`src/rtl/f1_start_ctrl_pkg.sv`:
```
// Shared types and constants for the F1 start controller.
package f1_pkg;

  typedef enum logic [1:0] {IDLE, LIGHTS_UP, HOLD, TIMING} f1_ctrl_state_t;

  localparam logic [6:0] LFSR_SEED = 7'h01;
  localparam logic [6:0] LFSR_TAPS = 7'b1100000;   // x^7 + x^6 + 1

  // Shift left; the feedback bit is the parity of the tapped bits.
  function automatic logic [6:0] lfsr_next(input logic [6:0] s);
    return {s[5:0], ^(s & LFSR_TAPS)};
  endfunction

endpackage

```
`src/rtl/f1_start_ctrl_if.sv`:
```
// Start-controller signal bundle: driver/host side is master, controller is slave.
interface f1_start_ctrl_if #(parameter int RT_W = 16);
  logic            trigger;
  logic            react;
  logic [7:0]      data_out;
  logic            busy;
  logic            rt_valid;
  logic [RT_W-1:0] rt_count;
  logic            jump_start;

  modport master (output trigger, react,
                  input  data_out, busy, rt_valid, rt_count, jump_start);
  modport slave  (input  trigger, react,
                  output data_out, busy, rt_valid, rt_count, jump_start);
endinterface

```
`src/rtl/f1_start_ctrl_lfsr7.sv`:
```
// Free-running 7-bit maximal-length LFSR supplying the random hold delay.
module lfsr7
  import f1_pkg::*;
(
  input  logic       clk,
  input  logic       rst,
  output logic [6:0] q
);

  logic [6:0] q_q, q_d;

  // Next value from the shared polynomial helper.
  always_comb q_d = lfsr_next(q_q);

  // Advance every cycle, including while the controller is idle.
  always_ff @(posedge clk) begin
    if (rst) q_q <= LFSR_SEED;
    else     q_q <= q_d;
  end

  assign q = q_q;

endmodule

```
`src/rtl/f1_start_ctrl.sv`:
```
// F1 light-bar start sequencer: lamp build-up, random hold, reaction timing.
module f1_start_ctrl
  import f1_pkg::*;
#(
  parameter int TICK_DIV = 4,
  parameter int RT_W     = 16
) (
  input  logic          clk,
  input  logic          rst,
  f1_start_ctrl_if.slave bus
);

  localparam int             TW        = (TICK_DIV > 2) ? $clog2(TICK_DIV) : 1;
  localparam logic [TW-1:0]  TICK_LAST = TW'(TICK_DIV - 1);
  localparam logic [RT_W-1:0] RT_MAX   = '1;

  f1_ctrl_state_t  state_q;
  logic [TW-1:0]   tick_q;
  logic [6:0]      hold_q;
  logic [7:0]      data_q;
  logic [RT_W-1:0] rt_q;
  logic            rt_valid_q;
  logic            jump_q;
  logic [6:0]      lfsr;
  logic            tick;

  lfsr7 u_lfsr (
    .clk (clk),
    .rst (rst),
    .q   (lfsr)
  );

  assign tick = (tick_q == TICK_LAST);

  // Sequencer with all outputs registered; tick counter restarts on every state change.
  always_ff @(posedge clk) begin
    if (rst) begin
      state_q    <= IDLE;
      tick_q     <= '0;
      hold_q     <= '0;
      data_q     <= '0;
      rt_q       <= '0;
      rt_valid_q <= 1'b0;
      jump_q     <= 1'b0;
    end else begin
      rt_valid_q <= 1'b0;
      jump_q     <= 1'b0;
      tick_q     <= tick ? '0 : tick_q + 1'b1;
      case (state_q)
        IDLE: begin
          tick_q <= '0;
          // react is ignored here, so trigger wins a same-cycle tie
          if (bus.trigger) begin
            state_q <= LIGHTS_UP;
            data_q  <= '0;
          end
        end
        LIGHTS_UP: begin
          if (bus.react) begin
            jump_q  <= 1'b1;
            data_q  <= '0;
            state_q <= IDLE;
            tick_q  <= '0;
          end else if (tick) begin
            if (data_q == 8'hFF) begin
              hold_q  <= lfsr;
              state_q <= HOLD;
            end else begin
              data_q <= {data_q[6:0], 1'b1};
            end
          end
        end
        HOLD: begin
          // a press on the final hold tick still counts as a jump start
          if (bus.react) begin
            jump_q  <= 1'b1;
            data_q  <= '0;
            state_q <= IDLE;
            tick_q  <= '0;
          end else if (tick) begin
            hold_q <= hold_q - 1'b1;
            if (hold_q == 7'd1) begin
              data_q  <= '0;
              rt_q    <= '0;
              state_q <= TIMING;
            end
          end
        end
        TIMING: begin
          if (bus.react) begin
            rt_valid_q <= 1'b1;
            state_q    <= IDLE;
            tick_q     <= '0;
          end else if (rt_q != RT_MAX) begin
            rt_q <= rt_q + 1'b1;
          end
        end
        default: begin
          state_q <= IDLE;
          data_q  <= '0;
          tick_q  <= '0;
        end
      endcase
    end
  end

  assign bus.data_out   = data_q;
  assign bus.busy       = (state_q != IDLE);
  assign bus.rt_valid   = rt_valid_q;
  assign bus.rt_count   = rt_q;
  assign bus.jump_start = jump_q;

endmodule
```
`src/flat_wrapper.sv`:
```
// flat-port wrapper written by rule: the top's interface ports become plain ports
module f1_start_ctrl_flat import f1_pkg::*;
#(
  parameter int TICK_DIV = 4,
  parameter int RT_W     = 16
)
  (clk, rst, bus_trigger, bus_react, bus_data_out, bus_busy, bus_rt_valid, bus_rt_count, bus_jump_start);
  f1_start_ctrl_if #(.RT_W(RT_W)) bus_i ();
  input  logic clk;
  input  logic rst;
  input wire logic [$bits(bus_i.trigger)-1:0] bus_trigger;
  input wire logic [$bits(bus_i.react)-1:0] bus_react;
  output wire logic [$bits(bus_i.data_out)-1:0] bus_data_out;
  output wire logic [$bits(bus_i.busy)-1:0] bus_busy;
  output wire logic [$bits(bus_i.rt_valid)-1:0] bus_rt_valid;
  output wire logic [$bits(bus_i.rt_count)-1:0] bus_rt_count;
  output wire logic [$bits(bus_i.jump_start)-1:0] bus_jump_start;
  assign bus_i.trigger = bus_trigger;
  assign bus_i.react = bus_react;
  assign bus_data_out = bus_i.data_out;
  assign bus_busy = bus_i.busy;
  assign bus_rt_valid = bus_i.rt_valid;
  assign bus_rt_count = bus_i.rt_count;
  assign bus_jump_start = bus_i.jump_start;
  f1_start_ctrl #(.TICK_DIV(TICK_DIV), .RT_W(RT_W)) u_core (.clk(clk), .rst(rst), .bus(bus_i));
endmodule
```
`config.mk`:
```
export PLATFORM = sky130hd
export DESIGN_NAME = f1_start_ctrl_flat
export DESIGN_NICKNAME = d
export VERILOG_FILES = /design/src/rtl/f1_start_ctrl_pkg.sv /design/src/rtl/f1_start_ctrl_if.sv /design/src/rtl/f1_start_ctrl_lfsr7.sv /design/src/rtl/f1_start_ctrl.sv /design/src/flat_wrapper.sv
export SDC_FILE = /design/constraint.sdc
export NUM_CORES = 1
export LEC_CHECK = 0
export ABC_AREA = 1
export CAP_MARGIN = 20
export CORE_MARGIN = 1
export CORE_UTILIZATION = 35
export DETAILED_ROUTE_END_ITERATION = 10
export PLACE_DENSITY = 0.53
export SLEW_MARGIN = 20
export SYNTH_ARGS = -nofsm -noshare
export SYNTH_HDL_FRONTEND = slang
export SYNTH_SLANG_ARGS = --single-unit
```
`constraint.sdc`:
```
create_clock -name clk -period 2.5 [get_ports clk]
set_clock_uncertainty 0.15 [all_clocks]
set_input_delay 0.25 -clock clk [delete_from_list [all_inputs] [get_ports clk]]
set_output_delay 0.25 -clock clk [all_outputs]
set_load 0.01 [all_outputs]
```
; Word level (Yosys, flattened, before mapping)
; Cells that the tools add are included.
[op_classes]
add_sub_neg = 3
n_eq_ne = 22
muxes = 33
bitwise_logic = 2
reduce_logical = 14
[op_table]
columns = operator, count
row1 = 16-bit two-way mux, 5
row2 = 8-bit two-way mux, 7
row3 = 7-bit two-way mux, 5
row4 = 16-bit one-hot mux with 2 select lines, 1
row5 = 8-bit one-hot mux with 3 select lines, 1
row6 = 6-bit AND reduction, 4
row7 = 2-bit two-way mux, 10
row8 = 16-bit by 1-bit adder with 16-bit output (second input constant), 1
row9 = 16-bit inequality test (second input constant), 1
row10 = 7-bit one-hot mux with 2 select lines, 1
row11 = 3-bit by 2-bit inequality test with 1-bit output (second input constant), 4
row12 = 2-bit by 1-bit inequality test with 1-bit output (second input constant), 5
row13 = 2-bit inequality test (second input constant), 5
row14 = 8-bit == test (second input constant), 1
row15 = 2-bit one-hot mux with 4 select lines, 1
row16 = 7-bit by 1-bit == test with 1-bit output (second input constant), 1
row17 = 7-bit parity, 1
row18 = 7-bit by 1-bit subtractor with 7-bit output (second input constant), 1
row19 = 2-bit == test (second input constant), 3
row20 = 2-bit nonzero test, 3
row21 = 2-bit OR reduction, 3
row22 = 2-bit one-hot mux with 2 select lines, 1
row23 = 3-bit inequality test (second input constant), 1
row24 = 3-bit nonzero test, 1
row25 = other kinds (6), 7
[word_totals]
ff_bits = 44
out_inout_bits = 27

; Depth between registers and ports, before layout
; Gate-level depths: netlist of the first run.
[logic_depth]
depth_word = 5
ltp_mapped = 12
ltp_nobuf = 12

; By module
; A second synthesis of the first run with hierarchy kept.
[hier_totals]
cells_unflattened = 415
area_unflattened_um2 = 2641.3
[modules_own_cells]
columns = mod, instances, cells_per_inst, area_per_inst_um2, seq_area_each_um2
row1 = f1_start_ctrl, 1, 385, 2386.0, 740.7
row2 = lfsr7, 1, 30, 255.2, 140.1

; Worst setup path after synthesis of the first run
; OpenSTA, ideal clock, no wires.
[synth_timing]
path_type = reg2reg
startpoint = reg u_core.state_q[0]
endpoint = reg u_core.state_q[1]
setup_ns = 0.116
arrival_ns = 1.523
required_time_ns = 2.234
slack_ns = 0.711
path_stages_with_launch = 10
period_less_slack_ns = 1.789
path_cell_list = dfxtp_1 inv_1 ha_1 inv_2 clkbuf_1 nor2_1 nand2_4 nand3_2 o21ai_0 nor2_1
[synth_between]
elab_chain_cells = 3
[synth_lines]
columns = element, line
row1 = from (decl), f1_start_ctrl.sv:17  ; f1_ctrl_state_t state_q;
row2 = from (signal assigned), f1_start_ctrl.sv:38  ; state_q <= IDLE;
row3 = from (signal assigned), f1_start_ctrl.sv:54  ; state_q <= LIGHTS_UP;
row4 = from (signal assigned), f1_start_ctrl.sv:62  ; state_q <= IDLE;
row5 = 2-bit == test (tied with other cells), f1_start_ctrl.sv:49  ; case (state_q)
row6 = 3-bit by 2-bit inequality test with 1-bit output (no source line) or 2-bit inequality test (tied branches), n/a
row7 = 6-bit AND reduction (no source line), n/a
; Several ways; a longest one is shown, not always the timed one.
; A chain may end at the register's enable or synchronous reset.

; Worst setup path in the final report of the first run
[layout_timing]
startpoint = reg u_core.state_q[0]
endpoint = reg u_core.rt_q[3], in the netlist u_core.bus.rt_count[3]
[layout_between]
elab_chain_cells = 3
[layout_lines]
columns = element, line
row1 = 2-bit == test, f1_start_ctrl.sv:49
row2 = 2-bit by 1-bit inequality test with 1-bit output (no source line) (tied with other cells), n/a
row3 = 6-bit AND reduction (no source line), n/a
row4 = to (signal assigned), f1_start_ctrl.sv:95  ; rt_q <= rt_q + 1'b1;
row5 = to (decl), f1_start_ctrl.sv:21  ; logic [RT_W-1:0] rt_q;
; Several ways; a longest one is shown, not always the timed one.

==> flow_summary.ini, run 1 <==
[run_status]
run_status = finished, final reports clean

[synthesis]
asyncSetResetFlopFracSynth_pct = 0
netlist-cell-type-count = 33
netlist_instances = 376
synthTopCellsByArea = dfxtp_1, nand2_1, nor2_1
part_of_the_yosys_area_used_for_sequential_elements_pct = 34.5
postSynth.topFlopCell = dfxtp_1
syn-mean-instance-area_sq_um = 6.79
ys_top_cells_by_count = nand2_1, nor2_1, dfxtp_1, inv_1, nand3_1
postSynthNetCount = 390
yosysMostFrequentCell = nand2_1
synth_area_sq_um = 2550
fraction_of_post_synthesis_cell_area_in_the_top_cell_type_by_area_pct = 34.5
yosys_register_bits = 44
number_of_flops_mapped_to_enable_cells_by_yosys = 0
yosys.area.top_type = dfxtp_1
yosys_warnings = 0

[finish]
area.growth.synth_to_final_pct = 18.1
final_nets = 419
finalCoreUtilization_pct = 43.6
number_of_filler_cells_placed_in_the_layout = 754
stdcell_count = 502
drive_above_1_share_pct = 11.6
multi_input_comb_area_sq_um = 1440
antenna_cells_inserted = 0
sequential_cell_area_sq_um = 881

[floorplan]
die_area_sq_um = 7630
die_height_um = 87.4
num_io_pins = 31
row_count = 30
core-area_sq_um = 6910
floorplan.initialDensity_pct = 36.9
die_x_um = 87.4

[cts]
cts_hold_buffers = 0
clk_path_buf_depth = 2
clk_sink_count = 44
cts_root_buf = clkbuf_8
cts-buffers-inserted = 5
clock_latency_ns = 0.30
worst_setup_hold_path_clk_slew_ns = 0.09
cts_resized = 0
cts_setup_buffers = 0
h-tree-depth = 2
cts_tree = built

[timing]
final_setup_tns_ns = 0
timing.fmax_ghz = 0.440
relSlewSlack_pct = 65.5
timing_hold_violations_final = 0
grt_setup_unrepaired = no
final_min_period_over_clock_period_pct = 90.9
slew_violations = 0
finalCriticalPeriod_ns = 2.27
finalSetupViolations = 0
worstMarginPinSlew_ns = 0.517

[routing]
number_of_vias_in_the_routed_layout = 2352
route.antenna.remaining_nets = 0
wl_per_cell_um = 11.9
drtPass1Iterations = 4
post_route_drc_violation_count = 0
drt_wl_total_um = 5970
viasPerCell = 4.69
detail_route.iter0.violations = 70

[critical_path]
path_length_in_cells_of_the_critical_path = 10
maximum_single_stage_delay_on_the_critical_path_ns = 0.44
list_of_cells_traversed_by_the_critical_path = inv_1 > ha_1 > o21ai_0 > nor2_1 > nand2_1 > nand2_1 > nand2_1 > nand2_1 > o21ai_0 > and2_1
worst_ep_arrival_time_ns = 2.32
critPathTopFamily = simple AND/OR/NAND/NOR gates
cp-end-kind = register
critical_path.most_common_cell = nand2_1
crit_path_max_fanout = 13
worst-path-buf-inv = 1
worst_setup_path_start_kind = register
worstPathRequired_ns = 2.55
path_class = reg2reg
cell_with_the_largest_stage_delay_on_the_worst_path = ha_1
reg2regPathDepth = 10

[min_path]
holdCritPathClass = reg2reg
whs_path_depth = 2

[global_route]
grt_use_total_pct = 16.8
vias_in_the_first_global_route = 2159
gr-total-overflow = 0
grt_max_degree = 28
grt_antenna_before_repair = 0
grt_first_pass_wirelength_um = 10100

[pwr]
clock_power_share_pct = 26.2
power.share.combinational_pct = 32.1
switchingPower_mw = 0.669
sequentialPowerShare_pct = 41.7
vdd_drop_max_uv = 279
cellPowerDensity_nw_per_um2 = 603
power_switching_share_pct = 36.8
internal_power_mw = 1.15
p_leak_nw = 1.09

[placed_design]
placedCellCount = 494
globalplace.congestion = 0.830
port_buffers = 30
dp_hpwl_um = 4310

[run]
number_of_maximum_capacitance_violations = 0
[stage by stage]
step / hold WS [ns] / total power, mW / setup slack [ns] / area (sq um)
4_1_cts: 0.278 / 1.84 / 0.229 / 3010
5_1_grt: 0.299 / 1.94 / 0.0467 / 3010
3_3_place_gp: 0.260 / 1.36 / 0.269 / 2920
2_1_floorplan: 0.248 / 1.24 / 0.711 / 2550
3_5_place_dp: 0.273 / 1.36 / 0.229 / 2920
6_report: 0.278 / 1.82 / 0.228 / 3010
[path summary, 6_finish.rpt]
kind	startpoint	to	slack [ns]
min	u_core.u_lfsr.q[0]	u_core.u_lfsr.q[1]	0.28
min reg2reg	u_core.u_lfsr.q[0]	u_core.u_lfsr.q[1]	0.28
max	u_core.state_q[0]	u_core.bus.rt_count[3]	0.23
max reg2reg	u_core.state_q[0]	u_core.bus.rt_count[3]	0.23
[state kept, by name (all words and copies together) (netlist names)]
name and flops:
u_core.u_lfsr.q 7, u_core.bus.rt_count 16, u_core.tick_q 2, u_core.bus.data_out 8, u_core.bus.jump_start 1, u_core.state_q 2, u_core.bus.rt_valid 1, u_core.hold_q 7
[layout make-up]
type                            count  area share [%]
Sequential cell                    44            29.2
Multi-Input combinational cell    281            47.9
Clock inverter                      2           0.332
Inverter                           39            4.86
Tap cell                           96            3.99
Clock buffer                        6            2.74
Timing Repair Buffer               34            11.0
[power by group through the flow]
stage          registers (mW)  logic, mW  clock network (mW)
2_1_floorplan           0.773      0.465                   0
3_3_place_gp            0.774      0.585                   0
3_5_place_dp            0.775      0.583                   0
4_1_cts                 0.759      0.588               0.494
5_1_grt                 0.764      0.655               0.519
6_report                0.758      0.582               0.477
[layer usage]
layer / part of all wire [%] / vias to the layer above / track usage [%]
met2: 48 / 29 / 29.9
met4: 0.69 / 0 / 4.47
li1: - / 1249 / -
met5: 0 / - / 0
met1: 48 / 1072 / 20.8
met3: 2.8 / 2 / 2.65
[cell usage in the layout (no fill, tap or decap), types with 2 or more instances in the layout]
master            n
nand4_1           7
nand2_2           8
nor2_2            4
nand3_2           2
nor3_1            4
inv_1            35
buf_4             4
and2_1            2
dfxtp_1          44
clkdlybuf4s50_1  30
clkbuf_8          6
nand2_1          86
nor2_1           68
inv_2             4
a21oi_1          17
o21ai_0          17
nor2_4            4
nand3b_1          2
a21oi_2           8
ha_1             10
o21ai_1           8
clkinv_2          2
xor2_1            3
nand3_1          22
[worst min-delay path: stages (launching register included)]
cell	delay [ns]
dfxtp_1	0.31
inv_1	0.05
nor2_1	0.03
[cell families after synthesis]
group	Yosys count	synth area share, %
XOR/XNOR	4	1.37
flip-flops	44	34.5
AO/OA/AOI/OAI	53	12.1
buffers and inverters	51	8.93
AND/OR/NAND/NOR	214	38.2
adder cells (fa/ha/maj)	10	4.90
No activity file was read; power rests on OpenSTA's default activity.
==> inputs of run 2 (changes only) <==
--- a/config.mk
+++ b/config.mk
@@ -5,12 +5,12 @@
 export SDC_FILE = /design/constraint.sdc
 export NUM_CORES = 1
 export LEC_CHECK = 0
-export ABC_AREA = 1
+export ABC_AREA = 0
 export CAP_MARGIN = 20
 export CORE_MARGIN = 1
 export CORE_UTILIZATION = 35
 export DETAILED_ROUTE_END_ITERATION = 10
-export PLACE_DENSITY = 0.53
+export PLACE_DENSITY = 0.54
 export SLEW_MARGIN = 20
 export SYNTH_ARGS = -nofsm -noshare
 export SYNTH_HDL_FRONTEND = slang
==> run 2 against run 1 <==
Count of clock-buffer cells in the layout is the same. Core utilization up 1.9 points. Hold slack improved by 0.0046 ns. Synthesized cell count down 31%. Global-route usage is 0.30 points higher. Die area is 11% lower. Non-clock buffer count grew 6. First-iteration DRC count increased by 54%. Highest routed layer unchanged.
==> flow_summary.ini, run 2 <==
[timing]
timing_hold_violations_final = 0
finalCriticalPeriod_ns = 2.17
relSlewSlack_pct = 68.8
slew_violations = 0
final_min_period_over_clock_period_pct = 86.9
worstMarginPinSlew_ns = 0.466
timing.fmax_ghz = 0.460
finalSetupViolations = 0
worst_slack_ns = 0.327
final_setup_tns_ns = 0
timing.hold.ws_ns = 0.282
grt_setup_unrepaired = no

[min_path]
holdCritPathClass = reg2reg
min-delay-start = u_core.tick_q[0]
hold_path_end = u_core.tick_q[0]
whs_path_depth = 1

[synthesis]
number_of_flops_mapped_to_enable_cells_by_yosys = 0
part_of_the_yosys_area_used_for_sequential_elements_pct = 38.9
yosys_warnings = 0
yosysMostFrequentCell = dfxtp_1
postSynth.topFlopCell = dfxtp_1
synthTopCellsByArea = dfxtp_1, ha_1, a21oi_1
fraction_of_post_synthesis_cell_area_in_the_top_cell_type_by_area_pct = 38.9
yosys.area.top_type = dfxtp_1
asyncSetResetFlopFracSynth_pct = 0
syn-mean-instance-area_sq_um = 8.75
postSynthNetCount = 273
ys_top_cells_by_count = dfxtp_1, nor2_1, a21oi_1, nand2_1, inv_1
synth_area_sq_um = 2270
netlist_instances = 259
netlist-cell-type-count = 48
yosys_register_bits = 44

[finish]
stdcell_count = 369
design_area_sq_um = 2770
finalCoreUtilization_pct = 45.5
number_of_filler_cells_placed_in_the_layout = 619
most-common-layout-cells = dfxtp_1, clkdlybuf4s50_1, nor2_1, a21oi_1, nand2_1
final_nets = 307
area.growth.synth_to_final_pct = 22.4
antenna_cells_inserted = 0
drive_above_1_share_pct = 10.2
largest_register_ffs = 16
final_common_cell = dfxtp_1

[critical_path]
list_of_cells_traversed_by_the_critical_path = inv_1 > ha_1 > nor4b_4 > a221oi_2 > or2_1 > or4_1 > o211a_1
crit-reg2reg-capture = u_core.state_q[0]
cell_with_the_largest_stage_delay_on_the_worst_path = or4_1
worstPathRequired_ns = 2.54
crit_path_max_fanout = 3
reg2regPathDepth = 7
maximum_single_stage_delay_on_the_critical_path_ns = 0.48
worst_ep_arrival_time_ns = 2.22
rr_startpoint = u_core.hold_q[1]
path_class = reg2reg
reg2reg_slack_ns = 0.33
worst_setup_path_start_kind = register
cp-end-kind = register

[pwr]
finalPower_mw = 1.34
vdd_drop_max_uv = 251
p_leak_nw = 1.02
cellPowerDensity_nw_per_um2 = 485

[floorplan]
core-area_sq_um = 6100
num_io_pins = 31
row_count = 28
die_area_sq_um = 6800
die_height_um = 82.5
die_x_um = 82.5
floorplan.initialDensity_pct = 37.2

[global_route]
grt_max_degree = 17
grt_antenna_before_repair = 0
gr-total-overflow = 0
vias_in_the_first_global_route = 1766
grt_use_total_pct = 17.1
grt_first_pass_wirelength_um = 8720

[placed_design]
dp_hpwl_um = 3710
globalplace.congestion = 0.770
detailed_place.area_sq_um = 2680
port_buffers = 30
pre_cts_ws_ns = 0.250
placedCellCount = 361

[routing]
route.antenna.remaining_nets = 0
number_of_vias_in_the_routed_layout = 2012
detail_route.iter0.violations = 108
post_route_drc_violation_count = 0
wl_per_cell_um = 14.4
viasPerCell = 5.45
drtPass1Iterations = 4
drt_wl_total_um = 5320

[cts]
worst_setup_hold_path_clk_slew_ns = 0.08
clock_latency_ns = 0.30
cts_setup_buffers = 0
cts_tree = built
cts-buffers-inserted = 5
cts_resized = 0
clk_path_buf_depth = 2
cts_hold_buffers = 0
h-tree-depth = 2
cts_root_buf = clkbuf_8
clk_sink_count = 44

[run]
number_of_maximum_capacitance_violations = 0

[run_status]
run_status = finished, final reports clean
==> run 2: final cells by class <==
type / instances / area [sq um] / share of cell area, %
Clock buffer: 6 / 82.6 / 2.98
Clock inverter: 2 / 10.0 / 0.361
Inverter: 12 / 45.0 / 1.62
Multi-Input combinational cell: 190 / 1290 / 46.4
Sequential cell: 44 / 881 / 31.8
Tap cell: 75 / 93.8 / 3.38
Timing Repair Buffer: 40 / 375 / 13.5
==> run 2: worst max-delay path, delay by kind of cell (launching register included) <==
family,cells,cell delay (ns)
AND/OR/NAND/NOR,3,1.04
flip-flops,1,0.32
AO/OA/AOI/OAI,2,0.29
adder cells (fa/ha/maj),1,0.16
buffers and inverters,1,0.11
==> run 2: per-layer routing <==
metal | track usage (%) | vias to the layer above | share of wire [%]
met3 | 3.63 | 4 | 4.7
met2 | 23.4 | 49 | 41
met5 | 0 | - | 0
met1 | 25.2 | 945 | 53
met4 | 7.37 | 0 | 1.2
li1 | - | 1014 | -
==> run 2: cells by family (layout without fill, tap and decap cells) <==
logic type | Yosys count | count (layout) | synth area share (%)
and+or+nand+nor | 108 | 108 | 27.2
AOI/OAI and AO/OA | 62 | 62 | 19.7
DFF | 44 | 44 | 38.9
buffers and inverters | 25 | 60 | 4.36
adders and majority gates | 10 | 10 | 5.52
muxes | 9 | 9 | 3.98
xor gates and xnor gates | 1 | 1 | 0.387
==> run 2: how the worst max path moves through the flow <==
stage | startpoint | endpoint | slack, ns | cells after the start
finish | u_core.hold_q[1] | u_core.state_q[0] | 0.33 | 7
global route | u_core.state_q[0] | u_core.bus.rt_count[9] | 0.16 | 9
CTS | u_core.state_q[0] | u_core.bus.rt_count[10] | 0.32 | 9
detailed placement | bus_react | u_core.bus.data_out[5] | 0.25 | 6
global placement | bus_react | u_core.bus.data_out[6] | 0.29 | 6
floorplan | u_core.state_q[1] | u_core.bus.data_out[0] | 0.48 | 7
==> run 2: where the power goes <==
| group | leakage, nW | switching [mW] | internal [mW] |
|---|---|---|---|
| sequential | 0.356 | 0.0101 | 0.712 |
| combinational | 0.613 | 0.0892 | 0.0705 |
| clock | 0.0510 | 0.242 | 0.221 |
